===== src/rtl/product_shift_register.sv =====
// product_shift_register: 2*WORD_LENGTH-bit product/accumulator register for a shift-add multiplier.
//
// Holds the running product. Supports hold, parallel load, synchronous clear,
// logical shift right/left with a serial fill bit, and a conditional
// add-and-shift multiply step. A step counter saturates at WORD_LENGTH and
// raises count_done. Once it saturates, further multiply steps are ignored.
//
// Optional feature: define PRODUCT_SHIFT_REG_BOOTH_EN to enable op 101
// (radix-2 Booth step on signed operands) and the q_m1 history bit.
// Without the macro, op 101 behaves as HOLD.
//
// Ports:
//   clk         rising-edge clock
//   reset       asynchronous, active-low reset
//   enable      1 = sync_clear/op take effect, 0 = hold all state
//   sync_clear  synchronous clear (qualified by enable), wins over op
//   op          3-bit operation select
//   data_in     parallel load value (WORD bits)
//   addend      multiplicand added into the upper half (WORD_LENGTH bits)
//   serial_in   fill bit for SHR/SHL
//   data_out    register contents
//   carry_out   bit shifted out by the most recent shift-type op
//   step_count  multiply steps since the last load/clear
//   count_done  step_count == WORD_LENGTH
module product_shift_register #(
    parameter int WORD_LENGTH = 4,
    parameter int WORD        = 2 * WORD_LENGTH,
    parameter int CNT_W       = $clog2(WORD_LENGTH + 1)
) (
    input  logic                   clk,
    input  logic                   reset,
    input  logic                   enable,
    input  logic                   sync_clear,
    input  logic [2:0]             op,
    input  logic [WORD-1:0]        data_in,
    input  logic [WORD_LENGTH-1:0] addend,
    input  logic                   serial_in,
    output logic [WORD-1:0]        data_out,
    output logic                   carry_out,
    output logic [CNT_W-1:0]       step_count,
    output logic                   count_done
);
    typedef enum logic [2:0] {
        OP_HOLD      = 3'b000,
        OP_LOAD      = 3'b001,
        OP_SHR       = 3'b010,
        OP_SHL       = 3'b011,
        OP_ADD_SHR   = 3'b100,
        OP_BOOTH_SHR = 3'b101
    } op_t;
    logic [WORD_LENGTH-1:0] upper;
    logic [WORD_LENGTH-1:0] lower;
    logic [WORD_LENGTH:0]   add_sum;
    logic [WORD-1:0]        data_nxt;
    logic                   carry_nxt;
    logic [CNT_W-1:0]       count_nxt;
    assign upper      = data_out[WORD-1:WORD_LENGTH];
    assign lower      = data_out[WORD_LENGTH-1:0];
    assign count_done = step_count == CNT_W'(WORD_LENGTH);
    // The extra sum bit is the adder carry; shifting {S, L} right drops it into the MSB.
    assign add_sum    = {1'b0, upper} + (data_out[0] ? {1'b0, addend} : '0);
`ifdef PRODUCT_SHIFT_REG_BOOTH_EN
    logic                   q_m1;
    logic                   q_m1_nxt;
    logic [WORD_LENGTH:0]   upper_sx;
    logic [WORD_LENGTH:0]   addend_sx;
    logic [WORD_LENGTH:0]   booth_sum;
    assign upper_sx  = {upper[WORD_LENGTH-1], upper};
    assign addend_sx = {addend[WORD_LENGTH-1], addend};
    // Pair {current LSB, previous LSB}: 01 ends a run of ones (add), 10 starts one (subtract).
    assign booth_sum = {data_out[0], q_m1} == 2'b01 ? upper_sx + addend_sx :
                       {data_out[0], q_m1} == 2'b10 ? upper_sx - addend_sx : upper_sx;
`endif
    always_comb begin
        data_nxt  = data_out;
        carry_nxt = carry_out;
        count_nxt = step_count;
`ifdef PRODUCT_SHIFT_REG_BOOTH_EN
        q_m1_nxt  = q_m1;
`endif
        if (sync_clear) begin
            data_nxt  = '0;
            carry_nxt = 1'b0;
            count_nxt = '0;
`ifdef PRODUCT_SHIFT_REG_BOOTH_EN
            q_m1_nxt  = 1'b0;
`endif
        end else begin
            case (op)
                OP_LOAD: begin
                    data_nxt  = data_in;
                    carry_nxt = 1'b0;
                    count_nxt = '0;
`ifdef PRODUCT_SHIFT_REG_BOOTH_EN
                    q_m1_nxt  = 1'b0;
`endif
                end
                OP_SHR: begin
                    data_nxt  = {serial_in, data_out[WORD-1:1]};
                    carry_nxt = data_out[0];
                end
                OP_SHL: begin
                    data_nxt  = {data_out[WORD-2:0], serial_in};
                    carry_nxt = data_out[WORD-1];
                end
                OP_ADD_SHR: begin
                    if (!count_done) begin
                        data_nxt  = {add_sum, lower[WORD_LENGTH-1:1]};
                        carry_nxt = data_out[0];
                        count_nxt = step_count + CNT_W'(1);
                    end
                end
`ifdef PRODUCT_SHIFT_REG_BOOTH_EN
                OP_BOOTH_SHR: begin
                    // booth_sum already carries the sign in its MSB, so this is an arithmetic shift.
                    if (!count_done) begin
                        data_nxt  = {booth_sum, lower[WORD_LENGTH-1:1]};
                        carry_nxt = data_out[0];
                        q_m1_nxt  = data_out[0];
                        count_nxt = step_count + CNT_W'(1);
                    end
                end
`endif
                default: ;
            endcase
        end
    end
    always_ff @(posedge clk or negedge reset) begin
        if (!reset) begin
            data_out   <= '0;
            carry_out  <= 1'b0;
            step_count <= '0;
        end else if (enable) begin
            data_out   <= data_nxt;
            carry_out  <= carry_nxt;
            step_count <= count_nxt;
        end
    end
`ifdef PRODUCT_SHIFT_REG_BOOTH_EN
    always_ff @(posedge clk or negedge reset) begin
        if (!reset)
            q_m1 <= 1'b0;
        else if (enable)
            q_m1 <= q_m1_nxt;
    end
`endif
endmodule


===== config.mk =====
export PLATFORM = sky130hd
export DESIGN_NAME = product_shift_register
export DESIGN_NICKNAME = d
export VERILOG_FILES = /design/src/rtl/product_shift_register.sv
export SDC_FILE = /design/constraint.sdc
export NUM_CORES = 1
export LEC_CHECK = 0
export CAP_MARGIN = 25
export CORE_UTILIZATION = 35
export DETAILED_ROUTE_END_ITERATION = 16
export GPL_TIMING_DRIVEN = 0
export PLACE_DENSITY = 0.68
export SYNTH_ARGS = -nofsm -noshare
export SYNTH_HDL_FRONTEND = slang
export SYNTH_SLANG_ARGS = --single-unit

===== constraint.sdc =====
create_clock -name clk -period 2.1 [get_ports clk]
set_input_delay 0.21 -clock clk [delete_from_list [all_inputs] [get_ports clk]]
set_output_delay 0.21 -clock clk [all_outputs]
set_load 0.005 [all_outputs]

Word level (Yosys, flattened, before mapping)
Cells that the tools add are included.

Flip-flop bits (word level): 12. Input port bits: 20. Output and inout port bits: 13. Logic and storage cells: 25.

Add/subtract/negate cells: 2. Equal/unequal tests: 6. Multiplexer cells: 10. Reductions and logical operators: 4.

Operator list (count): 8-bit one-hot mux with 4 select lines (1); 8-bit 2-to-1 mux (2); 3-bit by 2-bit == test with 1-bit output, second input constant (2); 3-bit == test, second input constant (2); 3-bit 2-to-1 mux (2); 3-bit one-hot mux with 2 select lines (1); 3-bit AND reduction (2); 4-bit by 4-bit adder with 5-bit output (1); 5-bit nonzero test (1); 4-bit 2-to-1 mux (1); 1-bit one-hot mux with 4 select lines (1); 3-bit by 1-bit adder with 3-bit output, second input constant (1); 3-bit by 1-bit == test with 1-bit output, second input constant (1); 3-bit inequality test, second input constant (1); 3-bit nonzero test (1); 1-bit 2-to-1 mux (2).

Depth between registers and ports, before layout
Gate-level depths: netlist of the first run.

Depth in word-level cells: 5. Mapped depth: 8.

Least setup slack after synthesis of the first run
No wires, ideal clock.

Path type: register -> register. From: register data_out[0]. To: register data_out[5]. Arrival time: 1.715 ns. Data required time: 1.979 ns. Path slack: 0.264 ns. Cell stages (with the launch flop): 9. Period minus slack after synthesis: 1.836 ns. Cell sequence: dfrtp_1 -> and2_1 -> ha_1 -> inv_1 -> fa_1 -> nand2b_1 -> a32oi_1 -> o211ai_1 -> a22o_1.

Longest elaborated chain between the ends: 5.

Ends and longest elaborated chain: start: declaration (RTL line 38) `output logic [WORD-1:0] data_out,`; start signal: assignment (RTL line 134) `data_out <= data_nxt;`; 4-bit 2-to-1 mux (RTL line 61) `assign add_sum = {1'b0, upper} + (data_out[0] ? {1'b0, addend} : '0);`; 4-bit by 4-bit adder with 5-bit output (RTL line 61); 8-bit 2-to-1 mux (RTL line 107) `if (!count_done) begin`; 8-bit one-hot mux with 4 select lines (RTL line 89) `case (op)`; 8-bit 2-to-1 mux (RTL line 81) `if (sync_clear) begin`.

Every way passes these cells. The select of a mux whose other input is x is not followed. A chain may end at the register's enable or synchronous reset.

Final worst setup path of the first run
Same ends and word-level chain as after synthesis.

==> impl_metrics.json, run 1 <==
{
  "die-area_sq_um": 3570,
  "p_comb_frac": 0.379,
  "slowest_stage": "dfrtp_2",
  "crit_chain": "and2_1, ha_1, inv_1, fa_1, nand2b_1, a32oi_1, o211ai_1, a22o_1",
  "holdCritPathClass": "input port to asynchronous set/reset pin",
  "grt_pass1_vias": 1107,
  "ant_nets": 0,
  "syn_area_per_cell_sq_um": 9.27,
  "diodes": 0,
  "start_util": 0.377,
  "dieHeight_microns": 59.8,
  "max_slew_margin": 0.508,
  "grt-ovfl-total": 0,
  "setup-tns-final_ps": 0,
  "required_ps": 2270,
  "p_leak_uw": 0.000684,
  "fin_crit_sh": 0.940,
  "clk_pin_slew_ps": 70,
  "synth_most_common_cell": "dfrtp_1",
  "synth-async-reset-ratio": 1.00,
  "swShare": 0.321,
  "io_pins": 33,
  "setup.worst_path.end_class": "flip-flop",
  "wl_microns": 3040,
  "finalCriticalPeriod_ps": 1970,
  "grt_max_degree": 13,
  "viasPerCell": 5.41,
  "ir_drop_mv": 0.144,
  "setup_ws_ps": 127,
  "worst_path_largest_cell_delay_ps": 430,
  "intPower_uw": 456,
  "max-clock-path-buffers": 2,
  "clock_latency_ps": 270,
  "drc": 0,
  "synth_fp_nets": 153,
  "worstSetupStartpointType": "flip-flop",
  "worstSetupPathType": "flip-flop to flip-flop",
  "worst_slew_pin_slew_ps": 731,
  "port-buffer-count": 30,
  "yosysWarnings": 0,
  "cts.htree.levels": 1,
  "synth_common_cells": "dfrtp_1, nand2_1, nand2b_1, o21ai_0, inv_1",
  "p_switching_uw": 215,
  "drt-wirelength-per-cell_microns": 14.8,
  "p_per_area_nw_per_um2": 430,
  "rsz0062_at_grt": "no",
  "netlist.area_leader.share": 0.257,
  "final_nets": 190,
  "ys_seq_area_frac": 0.257,
  "synthFlopType": "dfrtp_1",
  "antenna_found_initial": 0,
  "synthCells": 126,
  "power_uw": 671,
  "synth_edf_count": 0,
  "die_width_microns": 59.8,
  "yosysUniqueCellTypes": 48,
  "grtUsageTotal": 0.188,
  "max_freq_mhz": 507,
  "root_buffer": "clkbuf_4",
  "synth-seq-cells": 12,
  "syn_to_final_growth_pct": 33.7,
  "grt_pass1_wl_microns": 5090,
  "routed-via-count": 1109,
  "hpwl_microns": 2230,
  "dp_slack_ps": -94.5,
  "post-route-util": 0.504,
  "cts_tree": "done",
  "post-place-cells": 200,
  "outcome": "finished, final reports clean",
  "clock_skew_ps": 5.05,
  "slew_viol_final": 0,
  "drive_gt1_frac": 0.130,
  "setup_viol": 0,
  "first_pass_iters": 4,
  "worstPathArrival_ps": 2140,
  "max_cap_viol_count": 0,
  "core-area_sq_um": 3100,
  "drtIter0Drc": 22,
  "stdcell_count": 205,
  "syn_area_sq_um": 1170,
  "place.gp.congestion": 0.827,
  "cp_max_fo": 6,
  "clock-sinks": 12,
  "synth.largest_area_cell": "dfrtp_1",
  "p_seq_frac": 0.410,
  "hold_violations": 0,
  "clock_power_share": 0.211,
  "cts_buffers": 3,
  "rows": 20,
  "synthTopCellsByArea": "dfrtp_1, ha_1, nand2b_1"
}
[critical path: cells and delay by family (launching register included)]
family,cells,cell delay [ps]
AO/OA/AOI/OAI,3,550
AND/OR/NAND/NOR,2,310
adder cells (fa/ha/maj),2,530
flip-flops,1,430
buffers and inverters,1,60
[cell families after synthesis]
| group | synth area share |
|---|---|
| flops | 0.257 |
| buf+inv | 0.0642 |
| xor+xnor | 0.0214 |
| simple gates | 0.260 |
| fa+ha+maj | 0.0814 |
| mux | 0.0182 |
| compound gates | 0.298 |
[cell usage in the layout (no fill, tap or decap), types with 2 or more instances in the layout]
cell type and count:
and4b_1 3, nand2_1 11, a22o_1 4, clkdlybuf4s50_1 30
inv_1 7, nand2b_1 10, o21ai_0 8, clkbuf_4 3
buf_4 3, and2_1 5, dfrtp_1 11, o211ai_1 2
buf_2 3, nor3b_1 2, o221ai_1 2, a32oi_1 3
a21oi_1 5, nor2b_1 4, a32o_1 2, ha_1 6
nor2_1 6, buf_6 2
[power groups by stage]
| stage | Clock [uW] | Sequential [uW] | Combinational [uW] |
|---|---|---|---|
| final | 142 | 276 | 254 |
| after detailed placement | 0 | 279 | 246 |
| after global routing | 153 | 279 | 280 |
| after floorplan | 0 | 273 | 139 |
| after CTS | 146 | 275 | 247 |
| after global placement | 0 | 279 | 240 |
[worst paths after layout]
kind	from	to	slack [ps]	cells after the start
max	data_out[0]	data_out[5]	130	8
min	reset	carry_out	290	1
max reg2reg	data_out[0]	data_out[5]	130	8
min reg2reg	carry_out	carry_out	550	2
max in group asynchronous	reset	data_out[0]	1420	1
min in group clk	op[1]	data_out[6]	430	4
[metal layers]
layer	vias to the layer above	share of wire	global-route usage
met4	0	0.0056	0.0631
li1	538	-	-
met1	528	0.47	0.242
met5	-	0	0
met2	40	0.48	0.319
met3	3	0.047	0.0281
[sequential cells by signal, summed over array words and instances, names as in the netlist]
signal,count
carry_out,1
data_out,8
step_count,3
[layout make-up]
type                    instances  area, sq um
fillers                       326         1540
multi-input cells             100          793
repair buffers                 32          315
flip-flops and latches         12          302
well taps                      44         55.1
plain buffers                   7         48.8
inverters                       7         26.3
clock buffers                   3         22.5
[repair_timing]
item,4_1_cts,5_1_grt
hold buffers,0,0
gates resized for setup,0,1
setup endpoints to repair,0,1
buffers inserted,0,2
[per-stage QoR]
stage	cell area, sq um	hold WS, ps
4_1_cts	1550	307
3_3_place_gp	1520	470
5_1_grt	1560	336
2_1_floorplan	1170	-85.6
6_report	1560	287
3_5_place_dp	1520	513
Note: power is estimated with default switching activity, not from simulation.
==> inputs of run 2 (changes only) <==
Settings changed: SETUP_SLACK_MARGIN set to 0.05.
==> run 2 against run 1 <==
Count of clock-buffer cells in the layout did not move. Die area did not move. Power rose by 0.66%. Sequential power barely moved. Critical path depth did not move. Cell count did not move. Via count barely moved. Critical path type unchanged. Clock skew fell by 4.3 ps.
==> impl_metrics.json, run 2 (synthesized netlist as in run 1, its figures left out) <==
{
  "multi_input_comb_area_sq_um": 801,
  "drc": 0,
  "layout_common_cells": "clkdlybuf4s50_1, nand2_1, dfrtp_1",
  "clock-sinks": 12,
  "largest_reg_flops": 8,
  "syn_to_final_growth_pct": 34.4,
  "worstSetupStartpointType": "flip-flop",
  "slowest_stage": "dfrtp_2",
  "r2r_end": "data_out[5]",
  "max_cap_viol_count": 0,
  "placed_area_sq_um": 1520,
  "postLayoutCellArea_sq_um": 1570,
  "io_pins": 33,
  "top_regs": "data_out x8, step_count x3, carry_out x1",
  "cts_tree": "done",
  "max-clock-path-buffers": 2,
  "finalCriticalPeriod_ps": 1960,
  "slew_viol_final": 0,
  "timing.hold.ws_ps": 288,
  "power_uw": 676,
  "dieHeight_microns": 59.8,
  "postCtsHoldBufs": 0,
  "clock_latency_ps": 270,
  "setup.worst_path.end_class": "flip-flop",
  "holdCritPathClass": "input port to asynchronous set/reset pin",
  "required_ps": 2270,
  "ant_nets": 0,
  "worst_slew_pin_slew_ps": 718,
  "worstPathArrival_ps": 2130,
  "crit_chain": "and2_1, ha_1, inv_1, fa_1, nand2b_4, a32oi_1, o211ai_1, a22o_1",
  "start_util": 0.377,
  "p_seq_frac": 0.407,
  "r2r-start": "data_out[0]",
  "final_nets": 190,
  "die-area_sq_um": 3570,
  "cts_buffers": 3,
  "cp_max_fo": 6,
  "outcome": "finished, final reports clean",
  "swShare": 0.325,
  "p_leak_uw": 0.000694,
  "max_freq_mhz": 509,
  "wl_microns": 3060,
  "core-area_sq_um": 3100,
  "max_slew_margin": 0.517,
  "reg2reg_depth": 8,
  "hold_violations": 0,
  "drtIter0Drc": 22,
  "rsz0062_at_grt": "no",
  "diodes": 0,
  "final-seq-area_sq_um": 302,
  "die_width_microns": 59.8,
  "p_per_area_nw_per_um2": 430,
  "setup_viol": 0,
  "largest-register": "data_out",
  "worst_path_largest_cell_delay_ps": 420,
  "drive_gt1_frac": 0.137,
  "ir_drop_mv": 0.149,
  "grt_pass1_vias": 1107,
  "grt-ovfl-total": 0,
  "clock_power_share": 0.213,
  "antenna_found_initial": 0,
  "p_comb_frac": 0.380,
  "viasPerCell": 5.40,
  "port-buffer-count": 30,
  "cts.htree.levels": 1,
  "rows": 20,
  "grt_pass1_wl_microns": 5090,
  "clk_pin_slew_ps": 70,
  "routed-via-count": 1108,
  "root_buffer": "clkbuf_4",
  "fin_crit_sh": 0.935,
  "first_pass_iters": 4,
  "final_common_cell": "clkdlybuf4s50_1",
  "grt_max_degree": 13,
  "fillers": 324,
  "reg2reg_slack_ps": 140,
  "clock_skew_ps": 0.763,
  "grtUsageTotal": 0.188,
  "hpwl_microns": 2230,
  "worstSetupPathType": "flip-flop to flip-flop",
  "p_switching_uw": 219,
  "drt-wirelength-per-cell_microns": 14.9,
  "intPower_uw": 456,
  "place.gp.congestion": 0.827
}
## run 2: cell count changes in the layout (fill, tap and decap cells not counted)
cell,change
nand2b_4,+1
nand2b_1,-1
## run 2: power groups by stage
stage	sequential, uW	combinational [uW]	clock, uW
2_1_floorplan	273	139	0
3_5_place_dp	279	246	0
6_report	275	257	144
4_1_cts	276	247	146
3_3_place_gp	279	240	0
5_1_grt	279	283	153
## run 2: critical path, delay by kind of cell, from the launching register on
kind | cells | cell delay, ps
adder cells (fa/ha/maj) | 2 | 540
AO/OA/AOI/OAI | 3 | 540
flip-flops | 1 | 420
AND/OR/NAND/NOR | 2 | 300
buffers and inverters | 1 | 50
## run 2: worst max path at each step
stage	from	endpoint	slack [ps]	cells past startpoint
after global routing	data_out[0]	data_out[5]	50	8
after detailed placement	addend[0]	data_out[5]	-90	9
after floorplan	data_out[0]	data_out[5]	260	8
after global placement	addend[0]	data_out[5]	-80	9
after CTS	data_out[0]	data_out[5]	100	8
final	data_out[0]	data_out[5]	140	8
## run 2: layer usage
metal | GRT usage | routed length (microns) | up-vias
met5 | 0 | 0 | -
met4 | 0.0631 | 16 | 0
met3 | 0.0281 | 175 | 2
met2 | 0.319 | 1480 | 43
met1 | 0.242 | 1390 | 526
li1 | - | - | 537
## run 2: cell type report
class	count	area share
multi-input combinational	100	0.510
timing repair buffer	32	0.201
sequential	12	0.192
tap	44	0.0351
buffer	7	0.0311
inverter	7	0.0167
clock buffer	3	0.0143
## run 2: metrics by stage
| stage | TNS, ps | utilization | cells | setup slack, ps |
|---|---|---|---|---|
| after global routing | 0 | 0.506 | 205 | 53.7 |
| after CTS | 0 | 0.499 | 203 | 100 |
| after global placement | -76.8 | 0.491 | 200 | -76.8 |
| after detailed placement | -94.5 | 0.491 | 200 | -94.5 |
| final | 0 | 0.506 | 205 | 136 |
| after floorplan | 0 | - | 126 | 264 |
## run 2: what timing repair did
action,in CTS,in global routing
pin swaps,0,1
setup buffers,0,2
endpoints found under the setup margin,1,1
gates resized for setup,1,1
==> RTL edit 1 (config.mk and constraints of run 1) <==
Build with the macro `PRODUCT_SHIFT_REG_BOOTH_EN` defined.
--- a/src/rtl/product_shift_register.sv
+++ b/src/rtl/product_shift_register.sv
@@ -22,6 +22,8 @@
 //   carry_out   bit shifted out by the most recent shift-type op
 //   step_count  multiply steps since the last load/clear
 //   count_done  step_count == WORD_LENGTH
+`define PRODUCT_SHIFT_REG_BOOTH_EN
+
 module product_shift_register #(
     parameter int WORD_LENGTH = 4,
     parameter int WORD        = 2 * WORD_LENGTH,
Formal check against the unedited RTL: not equivalent (Yosys sat finds a counterexample within 4 cycles, from zero or initial values and one cycle with reset low).
==> RTL edit 1 against run 1 <==
  * Maximum frequency fell by 4.0%
  * Synthesized cell count rose by 44%
  * Cell area rose by 29%
  * Largest power group is now combinational cells
  * Worst setup slack got worse by 81 ps
  * Area after synthesis rose by 35%
  * Hold slack improved by 41 ps
  * Highest routed layer unchanged
  * First-iteration DRC count rose to 3.8 times the old value
  * Final cell count rose by 32%
  * Total power rose by 42%
  * Count of clock-buffer cells in the layout rose by 1
  * Sequential cell count rose by 1
  * Routed wire length rose by 27%
  * Utilization fell by 4.0 points
  * Clock skew fell by 1.5 ps
==> RTL edit 1: results <==
set metrics [dict create \
    grt_first_pass_wirelength_um 6620 \
    ys_seq_area_frac 0.207 \
    leakage_nw 0.876 \
    cts_htree_levels 1 \
    ys_top_cells_by_area "dfrtp_1 21%, ha_1 11%, mux2i_1 5.1%" \
    drive_above_1_share 0.174 \
    ys_types 52 \
    viasPerCell 5.34 \
    cts.clk_slew.worst_paths_ps 60 \
    largest_register_ffs 8 \
    synth_fp_nets 219 \
    cts_buffers 3 \
    status "complete, no violations" \
    dp_hpwl_um 2910 \
    synthTopCellsByCount "18 x nand2_1, 14 x a21oi_1, 14 x ha_1" \
    min_path_type "primary input to flip-flop" \
    cts_buffer_depth 2 \
    place_area_sq_um 1930 \
    cp.arrival_ps 2190 \
    yosys_most_used_dff "dfrtp_1" \
    reg_top3 "data_out: 8 flops, step_count: 3 flops" \
    grt_max_degree 14 \
    crit_fanout 8 \
    synth-async-reset-ratio 1.00 \
    fillCellCount 425 \
    ir_drop_uv 289 \
    drt_pass1_iterations 5 \
    sw_frac_of_total 0.351 \
    antenna_found_initial 0 \
    n_antenna_cell 0 \
    worstMarginPinSlew_ps 632 \
    drt_iter0_drc 83 \
    placement.io_buffers 29 \
    vias 1442 \
    tns_ps 0 \
    track_usage 0.171 \
    cts_root_buf "clkbuf_8" \
    routed_wl_um 3850 \
    place_congestion 0.808 \
    insertion_delay_ps 250 \
    synth_warnings 0 \
    layout.nets 256 \
    finClkSkew_ps 3.55 \
    synth_cells 182 \
]
==> RTL edit 1: changes by cell type in the layout (fill, tap and decap cells not counted), moves of 5 or more <==
cell	change
mux2i_1	+7
nand2_1	+7
ha_1	+7
xnor2_1	+5
a21oi_1	+8
o21ai_1	+9
==> RTL edit 1: repair_timing <==
action / CTS / global route
hold buffers: 0 / 0
pin swaps: 1 / 1
resized for setup: 2 / 5
buffers inserted: 1 / 2
endpoints found under the hold margin: 0 / 0
endpoints found under the setup margin: 3 / 4
==> RTL edit 1: per-stage QoR <==
step	hold WS, ps	worst slack, ps
floorplan	-85.6	51.6
global placement	476	-179
detailed placement	485	-197
CTS	327	17.2
global route	345	-99.0
finish	327	45.6
==> RTL edit 1: cells by family (layout without fill, tap and decap cells) <==
family | Yosys count | in the layout | synth area share
AOI/OAI and AO/OA | 60 | 60 | 0.279
DFF | 13 | 13 | 0.207
adders and majority gates | 17 | 17 | 0.149
buffers and inverters | 20 | 56 | 0.0659
xor gates and xnor gates | 7 | 7 | 0.0389
muxes | 12 | 12 | 0.0794
and+or+nand+nor | 53 | 53 | 0.181
==> RTL edit 1: worst max-delay path, stage by stage, from the launching register on <==
cell	delay, ps
dfrtp_1	490
inv_1	80
ha_1	220
fa_1	410
nand2b_1	160
a31oi_1	200
o22ai_1	110
a22oi_1	190
o31ai_1	80
==> RTL edit 1: routing by layer <==
layer  share of wire  vias up  global-route usage
li1                -      729                   -
met1            0.49      682               0.237
met2            0.47       26               0.268
met3           0.031        5              0.0351
met4          0.0096        0              0.0476
met5               0        -                   0
==> RTL edit 1: power groups by stage <==
stage / Combinational (mW) / Clock (mW) / Sequential (mW)
after floorplan: 0.256 / 0 / 0.306
after CTS: 0.401 / 0.236 / 0.310
final: 0.409 / 0.233 / 0.311
after global routing: 0.455 / 0.245 / 0.316
after global placement: 0.389 / 0 / 0.316
after detailed placement: 0.391 / 0 / 0.316
==> RTL edit 1: worst paths after layout <==
check                                endpoint  cells past startpoint  slack, ps         from
worst max-delay path              data_out[7]                      8         50  data_out[4]
worst min-delay path            step_count[0]                      3        330        op[2]
worst max register to register    data_out[7]                      8         50  data_out[4]
worst min register to register      carry_out                      2        500    carry_out
max in group asynchronous         data_out[5]                      1       1300        reset
min in group asynchronous         data_out[7]                      1        350        reset
==> RTL edit 1: layout make-up <==
class	count	area, sq um	share of cell area
Inverter	10	37.5	0.0186
Tap cell	52	65.1	0.0323
Timing Repair Buffer	32	315	0.156
Clock buffer	4	45.0	0.0223
Buffer	10	72.6	0.0360
Sequential cell	13	327	0.162
Multi-Input combinational cell	149	1150	0.573
==> RTL edit 2 (settings of run 1) <==
Without the edit above. Add an input register stage for `sync_clear`, `op`, `data_in` and `serial_in`, without a reset; this delays them by one clock. The other inputs are not delayed to match.
--- a/src/rtl/product_shift_register.sv
+++ b/src/rtl/product_shift_register.sv
@@ -48,6 +48,19 @@
         OP_ADD_SHR   = 3'b100,
         OP_BOOTH_SHR = 3'b101
     } op_t;
+
+    logic sync_clear_q;
+    logic [2:0] op_q;
+    logic [WORD-1:0] data_q;
+    logic serial_q;
+
+    always_ff @(posedge clk) begin
+        sync_clear_q <= sync_clear;
+        op_q         <= op;
+        data_q       <= data_in;
+        serial_q     <= serial_in;
+    end
+
     logic [WORD_LENGTH-1:0] upper;
     logic [WORD_LENGTH-1:0] lower;
     logic [WORD_LENGTH:0]   add_sum;
@@ -78,7 +91,7 @@
 `ifdef PRODUCT_SHIFT_REG_BOOTH_EN
         q_m1_nxt  = q_m1;
 `endif
-        if (sync_clear) begin
+        if (sync_clear_q) begin
             data_nxt  = '0;
             carry_nxt = 1'b0;
             count_nxt = '0;
@@ -86,9 +99,9 @@
             q_m1_nxt  = 1'b0;
 `endif
         end else begin
-            case (op)
+            case (op_q)
                 OP_LOAD: begin
-                    data_nxt  = data_in;
+                    data_nxt  = data_q;
                     carry_nxt = 1'b0;
                     count_nxt = '0;
 `ifdef PRODUCT_SHIFT_REG_BOOTH_EN
@@ -96,11 +109,11 @@
 `endif
                 end
                 OP_SHR: begin
-                    data_nxt  = {serial_in, data_out[WORD-1:1]};
+                    data_nxt  = {serial_q, data_out[WORD-1:1]};
                     carry_nxt = data_out[0];
                 end
                 OP_SHL: begin
-                    data_nxt  = {data_out[WORD-2:0], serial_in};
+                    data_nxt  = {data_out[WORD-2:0], serial_q};
                     carry_nxt = data_out[WORD-1];
                 end
                 OP_ADD_SHR: begin
Check against the original RTL: not equivalent (Yosys sat finds a counterexample within 4 cycles, from zero or initial values and one cycle with reset low).
==> RTL edit 2 against run 1 <==
  * Sequential cell count up 13
  * Final cell count up 11%
  * Worst setup slack better by 15 ps
  * Routed wire length up 5.9%
  * Count of clock-buffer cells in the layout unchanged
  * Total power up 60%
  * Cell area up 17%
  * Clock power up 98%
  * Area after synthesis up 17%
  * Critical endpoint is now data_out[7]
==> RTL edit 2: results <==
set metrics [dict create \
    status "complete, no violations" \
    cts_root_buf "clkbuf_8" \
    viasPerCell 5.34 \
    synth_fp_nets 168 \
    seqPwrFrac 0.508 \
    ys_ff_latch 25 \
    synthTopCellsByCount "13 x dfxtp_1, 12 x dfrtp_1, 10 x inv_1, 10 x nand2_1, 10 x o21ai_0" \
    clk_share 0.0268 \
    dr_wl_met3_um 205 \
    synth-async-reset-ratio 0.480 \
    met2WireLength_um 1530 \
    ys_types 49 \
    syn_to_final_growth_pct 33.8 \
    wl_per_cell_um 14.2 \
    place_congestion 0.814 \
    intPower_mw 0.784 \
    grt_util_met1 0.225 \
    met3_usage 0.0304 \
    dp_cells 221 \
    ir_drop_uv 214 \
    p_clk_mw 0.281 \
    multi_input_area_share 0.404 \
    reg_top3 "data_out: 8 flops, data_q: 8 flops" \
    cellPowerDensity_nw_per_um2 590 \
    critPathMaxStageDelay_ps 460 \
    vias 1212 \
    post_cts_resized 1 \
    fillCellCount 362 \
    leakage_nw 0.750 \
    buffer_area_frac 0.208 \
]
[RTL edit 2: changes by cell type in the layout (fill, tap and decap cells not counted), moves of 3 or more]
cell	change
nand2b_1	-6
dfxtp_1	+13
and4b_1	-3
clkbuf_4	-3
inv_1	+3
clkbuf_8	+3
[RTL edit 2: path summary, 6_finish.rpt]
path,start,end,slack (ps),cells after the start
min in group clk,data_in[7],data_q[7],380,1
hold reg to reg,carry_out,carry_out,510,2
max in group asynchronous,reset,data_out[0],1380,1
setup reg to reg,data_out[0],data_out[7],140,8
setup / recovery,data_out[0],data_out[7],140,8
hold / removal,reset,step_count[2],310,1
[RTL edit 2: kinds of logic (layout without fill, tap and decap cells)]
group / Yosys count / count (layout) / synth area share
buffers and inverters: 16 / 54 / 0.0597
AOI/OAI and AO/OA: 46 / 46 / 0.257
DFF: 25 / 25 / 0.411
adders and majority gates: 7 / 7 / 0.0698
muxes: 1 / 1 / 0.00826
xor gates and xnor gates: 3 / 3 / 0.0248
and+or+nand+nor: 43 / 43 / 0.169
